===== config.mk =====
export PLATFORM = sky130hd
export DESIGN_NAME = hamming_seq_ctrl
export DESIGN_NICKNAME = d
export VERILOG_FILES = /design/src/rtl/prog1_pkg.sv /design/src/rtl/hamming_enc.sv /design/src/rtl/hamming_seq_ctrl.sv
export SDC_FILE = /design/constraint.sdc
export NUM_CORES = 1
export LEC_CHECK = 0
export ABC_CLOCK_PERIOD_IN_PS = 2300
export BUFFER_PORTS_ARGS = -buffer_cell sky130_fd_sc_hd__buf_4
export CAP_MARGIN = 30
export CORE_MARGIN = 3
export CORE_UTILIZATION = 55
export DETAILED_ROUTE_END_ITERATION = 10
export PLACE_DENSITY = 0.91
export SETUP_SLACK_MARGIN = 0.02
export SLEW_MARGIN = 20
export SYNTH_ARGS = -nofsm -noshare
export SYNTH_HDL_FRONTEND = slang
export SYNTH_SLANG_ARGS = --single-unit
export TNS_END_PERCENT = 30

===== constraint.sdc =====
create_clock -name clk -period 2.3 [get_ports clk]
set_clock_uncertainty 0.05 [all_clocks]
set_input_delay 0.23 -clock clk [delete_from_list [all_inputs] [get_ports clk]]
set_output_delay 0.23 -clock clk [all_outputs]
set_load 0.005 [all_outputs]

===== src/rtl/prog1_pkg.sv =====
// Shared types and helpers for the program-1 Hamming(16,11) sequencer.
// Holds the controller state encoding, message/codeword widths and the
// per-parity-bit functions reused by the encoder and the program-2 checker.
package prog1_pkg;

  localparam int MSG_W = 11;
  localparam int CW_W  = 16;

  typedef enum logic [2:0] {
    S_IDLE  = 3'd0,
    S_RD_LO = 3'd1,
    S_RD_HI = 3'd2,
    S_WR_LO = 3'd3,
    S_WR_HI = 3'd4,
    S_DONE  = 3'd5
  } state_t;

  // Message bits are numbered d[11:1] to match the codeword position map.
  function automatic logic par_p8(input logic [MSG_W:1] d);
    return ^d[11:5];
  endfunction

  function automatic logic par_p4(input logic [MSG_W:1] d);
    return ^{d[11:8], d[4:2]};
  endfunction

  function automatic logic par_p2(input logic [MSG_W:1] d);
    return ^{d[11], d[10], d[7], d[6], d[4], d[3], d[1]};
  endfunction

  function automatic logic par_p1(input logic [MSG_W:1] d);
    return ^{d[11], d[9], d[7], d[5], d[4], d[2], d[1]};
  endfunction

endpackage


===== src/rtl/hamming_enc.sv =====
// Combinational Hamming(16,11) encoder: d[11:1] -> cw[15:0], SECDED layout.
// Ports: d_i message bits d11..d1; cw_o codeword, cw[0] is overall even parity.
// Zero latency, no state; shared with the program-2 decoder checker.
module hamming_enc
  import prog1_pkg::*;
(
  input  logic [MSG_W:1]  d_i,
  output logic [CW_W-1:0] cw_o
);

  logic p8, p4, p2, p1, p0;

  always_comb begin
    p8 = par_p8(d_i);
    p4 = par_p4(d_i);
    p2 = par_p2(d_i);
    p1 = par_p1(d_i);
    // Overall parity covers every other codeword bit, making the word even.
    p0 = (^d_i) ^ p8 ^ p4 ^ p2 ^ p1;
    cw_o = {d_i[11:5], p8, d_i[4:2], p4, d_i[1], p2, p1, p0};
  end

endmodule


===== src/rtl/hamming_seq_ctrl.sv =====
// Data-memory master that reads NUM_MSG 11-bit messages, Hamming-encodes them
// and writes the 16-bit codewords back. Ports: clk/reset, start/done/busy,
// and a byte-wide req/gnt memory port with asynchronous read data.
module hamming_seq_ctrl
  import prog1_pkg::*;
#(
  parameter int NUM_MSG  = 15,
  parameter int SRC_BASE = 0,
  parameter int DST_BASE = 30,
  parameter int ADDR_W   = 8
) (
  input  logic              clk,
  input  logic              reset,
  input  logic              start,
  output logic              done,
  output logic              busy,
  output logic              mem_req,
  input  logic              mem_gnt,
  output logic [ADDR_W-1:0] mem_addr,
  output logic              mem_wr_en,
  output logic [7:0]        mem_wr_data,
  input  logic [7:0]        mem_rd_data
);

  localparam int IDX_W = 7;
  localparam logic [ADDR_W-1:0] SRC_A   = ADDR_W'(SRC_BASE);
  localparam logic [ADDR_W-1:0] DST_A   = ADDR_W'(DST_BASE);
  localparam logic [IDX_W-1:0]  LAST_IX = IDX_W'(NUM_MSG - 1);

  state_t           state_q, state_d;
  logic [IDX_W-1:0] idx_q, idx_d;
  logic [7:0]       lo_q, lo_d;
  logic [2:0]       hi_q, hi_d;

  logic [ADDR_W-1:0] off;
  logic [ADDR_W-1:0] src_addr;
  logic [ADDR_W-1:0] dst_addr;
  logic [CW_W-1:0]   cw;
  logic              wr;
  logic [7:0]        wr_data;

  hamming_enc u_enc (
    .d_i  ({hi_q, lo_q}),
    .cw_o (cw)
  );

  // Addresses wrap modulo 2^ADDR_W by construction.
  assign off      = ADDR_W'({idx_q, 1'b0});
  assign src_addr = SRC_A + off;
  assign dst_addr = DST_A + off;

  always_ff @(posedge clk) begin
    if (reset) begin
      state_q <= S_IDLE;
      idx_q   <= '0;
      lo_q    <= '0;
      hi_q    <= '0;
    end else begin
      state_q <= state_d;
      idx_q   <= idx_d;
      lo_q    <= lo_d;
      hi_q    <= hi_d;
    end
  end

  always_comb begin
    state_d  = state_q;
    idx_d    = idx_q;
    lo_d     = lo_q;
    hi_d     = hi_q;
    mem_addr = '0;
    wr       = 1'b0;
    wr_data  = '0;
    busy     = (state_q != S_IDLE) && (state_q != S_DONE);
    done     = (state_q == S_DONE);

    unique case (state_q)
      S_IDLE: begin
        if (start) begin
          state_d = S_RD_LO;
          idx_d   = '0;
        end
      end
      S_RD_LO: begin
        mem_addr = src_addr;
        if (mem_gnt) begin
          lo_d    = mem_rd_data;
          state_d = S_RD_HI;
        end
      end
      S_RD_HI: begin
        mem_addr = src_addr + ADDR_W'(1);
        if (mem_gnt) begin
          // Only d11..d9 live in the high byte; bits 7:3 are don't-care.
          hi_d    = mem_rd_data[2:0];
          state_d = S_WR_LO;
        end
      end
      S_WR_LO: begin
        mem_addr = dst_addr;
        wr       = mem_gnt;
        wr_data  = cw[7:0];
        if (mem_gnt) state_d = S_WR_HI;
      end
      S_WR_HI: begin
        mem_addr = dst_addr + ADDR_W'(1);
        wr       = mem_gnt;
        wr_data  = cw[15:8];
        if (mem_gnt) begin
          if (idx_q == LAST_IX) begin
            state_d = S_DONE;
          end else begin
            idx_d   = idx_q + IDX_W'(1);
            state_d = S_RD_LO;
          end
        end
      end
      S_DONE: begin
        if (start) begin
          state_d = S_RD_LO;
          idx_d   = '0;
        end
      end
      default: state_d = S_IDLE;
    endcase

    mem_req = busy;
    // Reset gates the strobe so the reset edge can never commit a write.
    mem_wr_en   = wr & ~reset;
    mem_wr_data = mem_wr_en ? wr_data : 8'h00;
  end

endmodule


# Word level (Yosys, flattened, before mapping)
# Cells that the tools add are included.
[word_totals] wordCells=57 reg_bits=21
[classes] reduce_logical=15 add_sub_neg=4 bitwise=6 n_eq_ne=13 mux=15
[op_table] op="case mux 8 bit (4 select lines)" n=1
[op_table] op="parity 7 bit" n=4
[op_table] op="two-way mux 7 bit" n=3
[op_table] op="two-way mux 3 bit" n=6
[op_table] op="adder 8 x 1 -> 8 bit (second input constant)" n=2
[op_table] op="case mux 8 bit (2 select lines)" n=1
[op_table] op="case mux 3 bit (5 select lines)" n=1
[op_table] op="case mux 7 bit (2 select lines)" n=1
[op_table] op="parity 11 bit" n=1
[op_table] op="!= test 2 bit (second input constant)" n=5
[op_table] op="adder 5 x 8 -> 8 bit (first input constant)" n=1
[op_table] op="two-way mux 8 bit" n=1
[op_table] op="adder 7 x 1 -> 7 bit (second input constant)" n=1
[op_table] op="equality test 7 x 4 -> 1 bit (second input constant)" n=1
[op_table] op="equality test 3 x 2 -> 1 bit (second input constant)" n=2
[op_table] op="equality test 3 bit (second input constant)" n=2
[op_table] op="AND reduction 5 bit" n=1
[op_table] op="AND reduction 2 bit" n=2
[op_table] op="AND reduction 4 bit" n=1
[op_table] op="OR reduction 2 bit" n=2
[op_table] op="bitwise XOR 1 bit" n=4
[op_table] op="equality test 3 x 1 -> 1 bit (second input constant)" n=1
[op_table] op="logical NOT 3 bit" n=1
[op_table] op="!= test 3 bit (second input constant)" n=1
[op_table] op="other kinds (7)" n=7

# Longest topological paths before layout
[depth] word_depth=7 depth_mapped=8 depth_no_buf=7

# Cells and area by module
# From an unflattened synthesis, not the netlist that was laid out.
[hier_totals] cells_unflattened=230 area_unflattened_um2=1848.0
[modules_own_cells] mod="hamming_seq_ctrl" area_each_um2=1495.2 n_inst=1 cells_each=197
[modules_own_cells] mod="hamming_enc" area_each_um2=352.8 n_inst=1 cells_each=33

# Worst setup path after synthesis
# Ideal clock, no wire load.
[synth_path] path_type="reg-to-output" startpoint="register idx_q[0]" endpoint="output mem_addr[7]" path_buffers=1 slack_ns=0.268 arrival_ns=1.752 stages_incl_launch_ff=9 path_cell_list="dfxtp_1 -> clkbuf_1 -> inv_1 -> ha_1 -> or3b_2 -> nand3_1 -> nor2_1 -> o31ai_1 -> a21o_1"
[synth_via] elab_chain_len=3
[synth_rtl] item="start, declared" line="hamming_seq_ctrl.sv:31" text="logic [IDX_W-1:0] idx_q, idx_d;"
[synth_rtl] item="start signal, assigned" line="hamming_seq_ctrl.sv:60" text="idx_q <= idx_d;"
[synth_rtl] item="adder 5 x 8 -> 8 bit" line="hamming_seq_ctrl.sv:50" text="assign dst_addr = DST_A + off;"
[synth_rtl] item="adder 8 x 1 -> 8 bit" line="hamming_seq_ctrl.sv:106" text="mem_addr = dst_addr + ADDR_W'(1);"
[synth_rtl] item="case mux 8 bit (4 select lines) (*)" line="hamming_seq_ctrl.sv:77" text="unique case (state_q)"
[synth_rtl] item="end, declared" line="hamming_seq_ctrl.sv:19" text="output logic [ADDR_W-1:0] mem_addr,"
# Every way passes the cells marked *; elsewhere a longest branch is shown, timed or not.

# Final worst setup path
# Same ends and word-level chain as after synthesis.

==> impl_summary.md <==
Clock network
CTS built an H-tree with a depth of 1. The clock transition at the registers of the reported paths is 0.13 ns. TritonCTS created 3 clock buffers.

The maximum clock insertion buffer count is 2. The quantity of hold-fixing buffers added after cts is 0. The clock sink count is 21. The cell at the root of the clock tree is sky130_fd_sc_hd__clkbuf_4. The CTS tree is built.

For the worst-skew pair, the clock arrives at the later sink with an insertion delay of 0.32 ns.

Route
In the detailed route, the total length drawn on met3 is 223 um. The routed layout has 1614 vias. In the final routing, the length of wire on met1 measures 1.81 mm. The detailed router finished its first iteration with 150 violations. The count of TritonRoute iterations in the first routing pass is 5.

Dividing the detail-routed via count by the number of cells gives 6.09. The highest metal layer used by the detailed router is met4. Once detail routing completed, the nets flagged for antenna violations numbered 0. After detailed routing, the met2 layer carries 2.08 mm of wire.

The total wire length is 4.22 mm. The routed length per instance is 15.9 um. The post-route DRC violation count is 0.

Worst setup path
In this run the worst path has a maximum fanout of 3. The category of cells accounting for the largest share of critical-path delay is simple AND/OR/NAND/NOR gates. The origin of the critical flop-to-flop path is idx_q[2]. For the worst setup path, the data arrival time is 1.99 ns. The critical path goes through inv_2, ha_4, or3b_4, nand3_4, nor2_1, o31ai_1, a21o_1, buf_6. STA classifies the critical path startpoint as a flop.

The worst setup path is captured at an output pin. The setup path with the least slack is of type flop to output pin. The required time at the worst-slack endpoint is 2.02 ns.

The launch point of the critical path is idx_q[0]. For this run, the slowest stage of the critical path takes 0.41 ns. The number of buffers and inverters on the critical path is 2. In this run the number of cells on the critical path is 8. The largest individual stage delay along the critical path comes from the cell sky130_fd_sc_hd__or3b_4. Measured in cells, the most critical reg-to-reg path has a length of 5.

Layout
Summing all multi-input logic gate instances after layout gives 1180 sq um. After the flow finishes, the layout carries non-filler instances totaling 265. From synthesis to final layout, the design area changed by 25.2%. The sequential cell area is 435 sq um. The final layout contains 250 nets. In the layout the commonest cells are 42 x sky130_fd_sc_hd__buf_4, 34 x sky130_fd_sc_hd__nor2_1, 20 x sky130_fd_sc_hd__xnor2_1. Fill cells in the final layout number 200. The repair_antennas step left the layout with diodes totalling 0. The library cell used most frequently in the layout, excluding fill and tap cells, is sky130_fd_sc_hd__buf_4. In the final layout, the share of cells above drive strength 1 is 0.329. The post-layout utilization of the core is 0.728.

Min path
Counting instances, the worst hold path has a depth of 3. The start point of the worst hold path is mem_rd_data[5]. The worst min-delay path category is input port to flop.

Floorplan
The area of the core is 2780 sq um. The die width is 60.2 um. The floorplan has 19 rows.

Measured along the y axis, the die boundary spans 60.2 um. 32 I/O pins were placed. The starting utilization of the core area is 0.582. The floorplan step defined a die boundary enclosing 3630 sq um.

Power and ir drop
Dividing total power by cell area gives a power density of 458 nW/um^2. The share of total power in sequential cells is 0.441. The internal power of the cells is 608 uW. The proportion of total power due to net switching is 0.345. The static leakage power is 0.000782 uW.

The share of total power dissipated in the clock network is 0.210. Of the total power, combinational logic draws 0.349. IR analysis of the VDD net gives a maximum drop of 362 uV.

The switching component of the power is 320 uW.

Global routing
The number of antenna violations at the first check in global routing is 0. The overflow left after global routing is 0. The global-route wire length before repair is 5.92 mm. The number of global-route vias before repair came to 1307.

In the global route stage, overall resource usage came out at 0.214. Entering global routing, the biggest net connects 17 pins.

Timing
At the pin with the least slew margin, the transition time is 0.549 ns. In this run the tightest slew margin relative to its limit is 0.633. For the final routed database, the setup TNS stands at 0 ns. The number of pins exceeding their max-slew limit in the final report is 0. The count of final hold-check violations was 0. The time the final worst path needs with I/O delays and setup is 2.27 ns. Setup repair after global routing could not meet its margin everywhere. Dividing the final minimum period by the clock period gives 0.986. The setup violation total in the final timing report is 0. The highest attainable clock frequency is 0.441 GHz.

Outcome
The flow ran to the end, and the final reports show no timing, DRC or antenna violations.

Synth
In this run the cell area of the synthesized design comes to 1620 sq um. The portion of the post-synthesis area used by sequential elements is 0.260. Synthesis produced a netlist whose cell count is 203.

The largest total area in the synthesized netlist belongs to sky130_fd_sc_hd__dfxtp_1. Of the post-synthesis cell area, the dominant cell type holds 0.260. Dividing the synthesized area by the synthesized cell count gives 7.97 sq um. The flip-flop and latch count after synthesis is 21. In this run, distinct cell masters in the synthesized netlist total 38.

Yosys attributes the largest share of cell area to sky130_fd_sc_hd__dfxtp_1 26%, sky130_fd_sc_hd__xnor2_1 13%, sky130_fd_sc_hd__nor2_1 7.9%. For this run, the number of Yosys warnings is 0. The synthesized netlist net count is 218.

Placement
After legalization and detailed placement, the total HPWL measured 2.63 mm. The final weighted congestion in routability-driven placement is 0.901. The count of buffers added on input and output ports is 31. The number of instances in the placed design is 259.

Job
The number of maximum-capacitance constraint violations is 0.
==> synth_stat cells <==
cell type	instances
sky130_fd_sc_hd__xnor2_1	24
sky130_fd_sc_hd__buf_6	2
sky130_fd_sc_hd__inv_1	5
sky130_fd_sc_hd__nand3_1	6
sky130_fd_sc_hd__and3_1	1
sky130_fd_sc_hd__buf_4	1
sky130_fd_sc_hd__a21boi_2	1
sky130_fd_sc_hd__nor3_1	6
sky130_fd_sc_hd__or3b_2	1
sky130_fd_sc_hd__mux2i_1	11
sky130_fd_sc_hd__a21o_1	1
sky130_fd_sc_hd__ha_1	3
sky130_fd_sc_hd__or3_1	1
sky130_fd_sc_hd__nand4b_1	1
sky130_fd_sc_hd__xnor3_1	1
sky130_fd_sc_hd__o31ai_1	3
sky130_fd_sc_hd__nor2b_4	1
sky130_fd_sc_hd__a211oi_1	1
sky130_fd_sc_hd__nor2b_1	1
sky130_fd_sc_hd__clkbuf_1	7
sky130_fd_sc_hd__buf_2	5
sky130_fd_sc_hd__buf_1	1
sky130_fd_sc_hd__nor2_1	34
sky130_fd_sc_hd__dfxtp_1	21
sky130_fd_sc_hd__o41ai_1	1
sky130_fd_sc_hd__a22oi_1	11
sky130_fd_sc_hd__nor2_2	3
sky130_fd_sc_hd__xor2_1	11
sky130_fd_sc_hd__or4b_4	1
sky130_fd_sc_hd__o32ai_1	1
sky130_fd_sc_hd__o21ai_1	1
sky130_fd_sc_hd__a21oi_1	11
sky130_fd_sc_hd__nand2b_1	3
sky130_fd_sc_hd__nor3_2	1
sky130_fd_sc_hd__o22ai_1	7
sky130_fd_sc_hd__nand2_1	11
sky130_fd_sc_hd__nor3b_1	1
sky130_fd_sc_hd__o311ai_2	1
==> cells by family after synthesis <==
logic type,synth area share
simple gates,0.215
compound gates,0.166
xor+xnor,0.203
buf+inv,0.0642
flops,0.260
mux,0.0681
fa+ha+maj,0.0232
==> stage by stage <==
step	hold WS, ns	total power [uW]	setup WS (ns)	area, sq um
global placement	0.414	693	0.314	1880
finish	0.0823	928	0.0326	2030
floorplan	0.327	631	0.268	1620
global route	0.0887	975	-0.0687	2030
CTS	0.0779	896	-0.0428	1910
detailed placement	0.427	699	0.299	1880
==> sequential cells by signal (all words and copies together), names as in the netlist <==
signal	count
lo_q	8
state_q	3
idx_q	7
hi_q	3
==> power groups by stage <==
stage | combinational [uW] | clock [uW] | sequential, uW
after detailed placement | 288 | 0 | 411
after floorplan | 231 | 0 | 400
after CTS | 294 | 200 | 403
final | 324 | 195 | 409
after global routing | 350 | 212 | 412
after global placement | 283 | 0 | 409
==> worst paths after layout <==
path	slack, ns	end
worst max register to register	0.30	idx_q[6]
worst max-delay path	0.03	mem_addr[7]
worst min-delay path	0.08	lo_q[5]
worst min register to register	0.50	lo_q[0]
==> final cells by class <==
cell class                 instances  share of cell area
clock inverter                     1             0.00247
multi-input combinational        161               0.582
clock buffer                       3              0.0111
tap                               31              0.0191
inverter                           5             0.00926
sequential                        21               0.215
timing repair buffer              43               0.161
==> layer usage <==
layer,global-route usage,vias to the layer above
met5,0,-
met4,0.0823,0
met3,0.0216,18
met2,0.352,70
met1,0.285,767
li1,-,759
==> timing repair <==
action	in CTS	in global routing
setup endpoints to repair	3	11
pin swaps	0	9
buffers inserted	0	2
gates resized for setup	2	25
==> worst reg2reg max path, cell delays in order, from the launching register on <==
cell and delay, ns:
sky130_fd_sc_hd__dfxtp_1 0.63, sky130_fd_sc_hd__nand4b_1 0.27, sky130_fd_sc_hd__o311ai_2 0.54, sky130_fd_sc_hd__a21oi_1 0.17, sky130_fd_sc_hd__xnor2_1 0.21, sky130_fd_sc_hd__nor2_2 0.04
(Power assumes the default switching activity.)
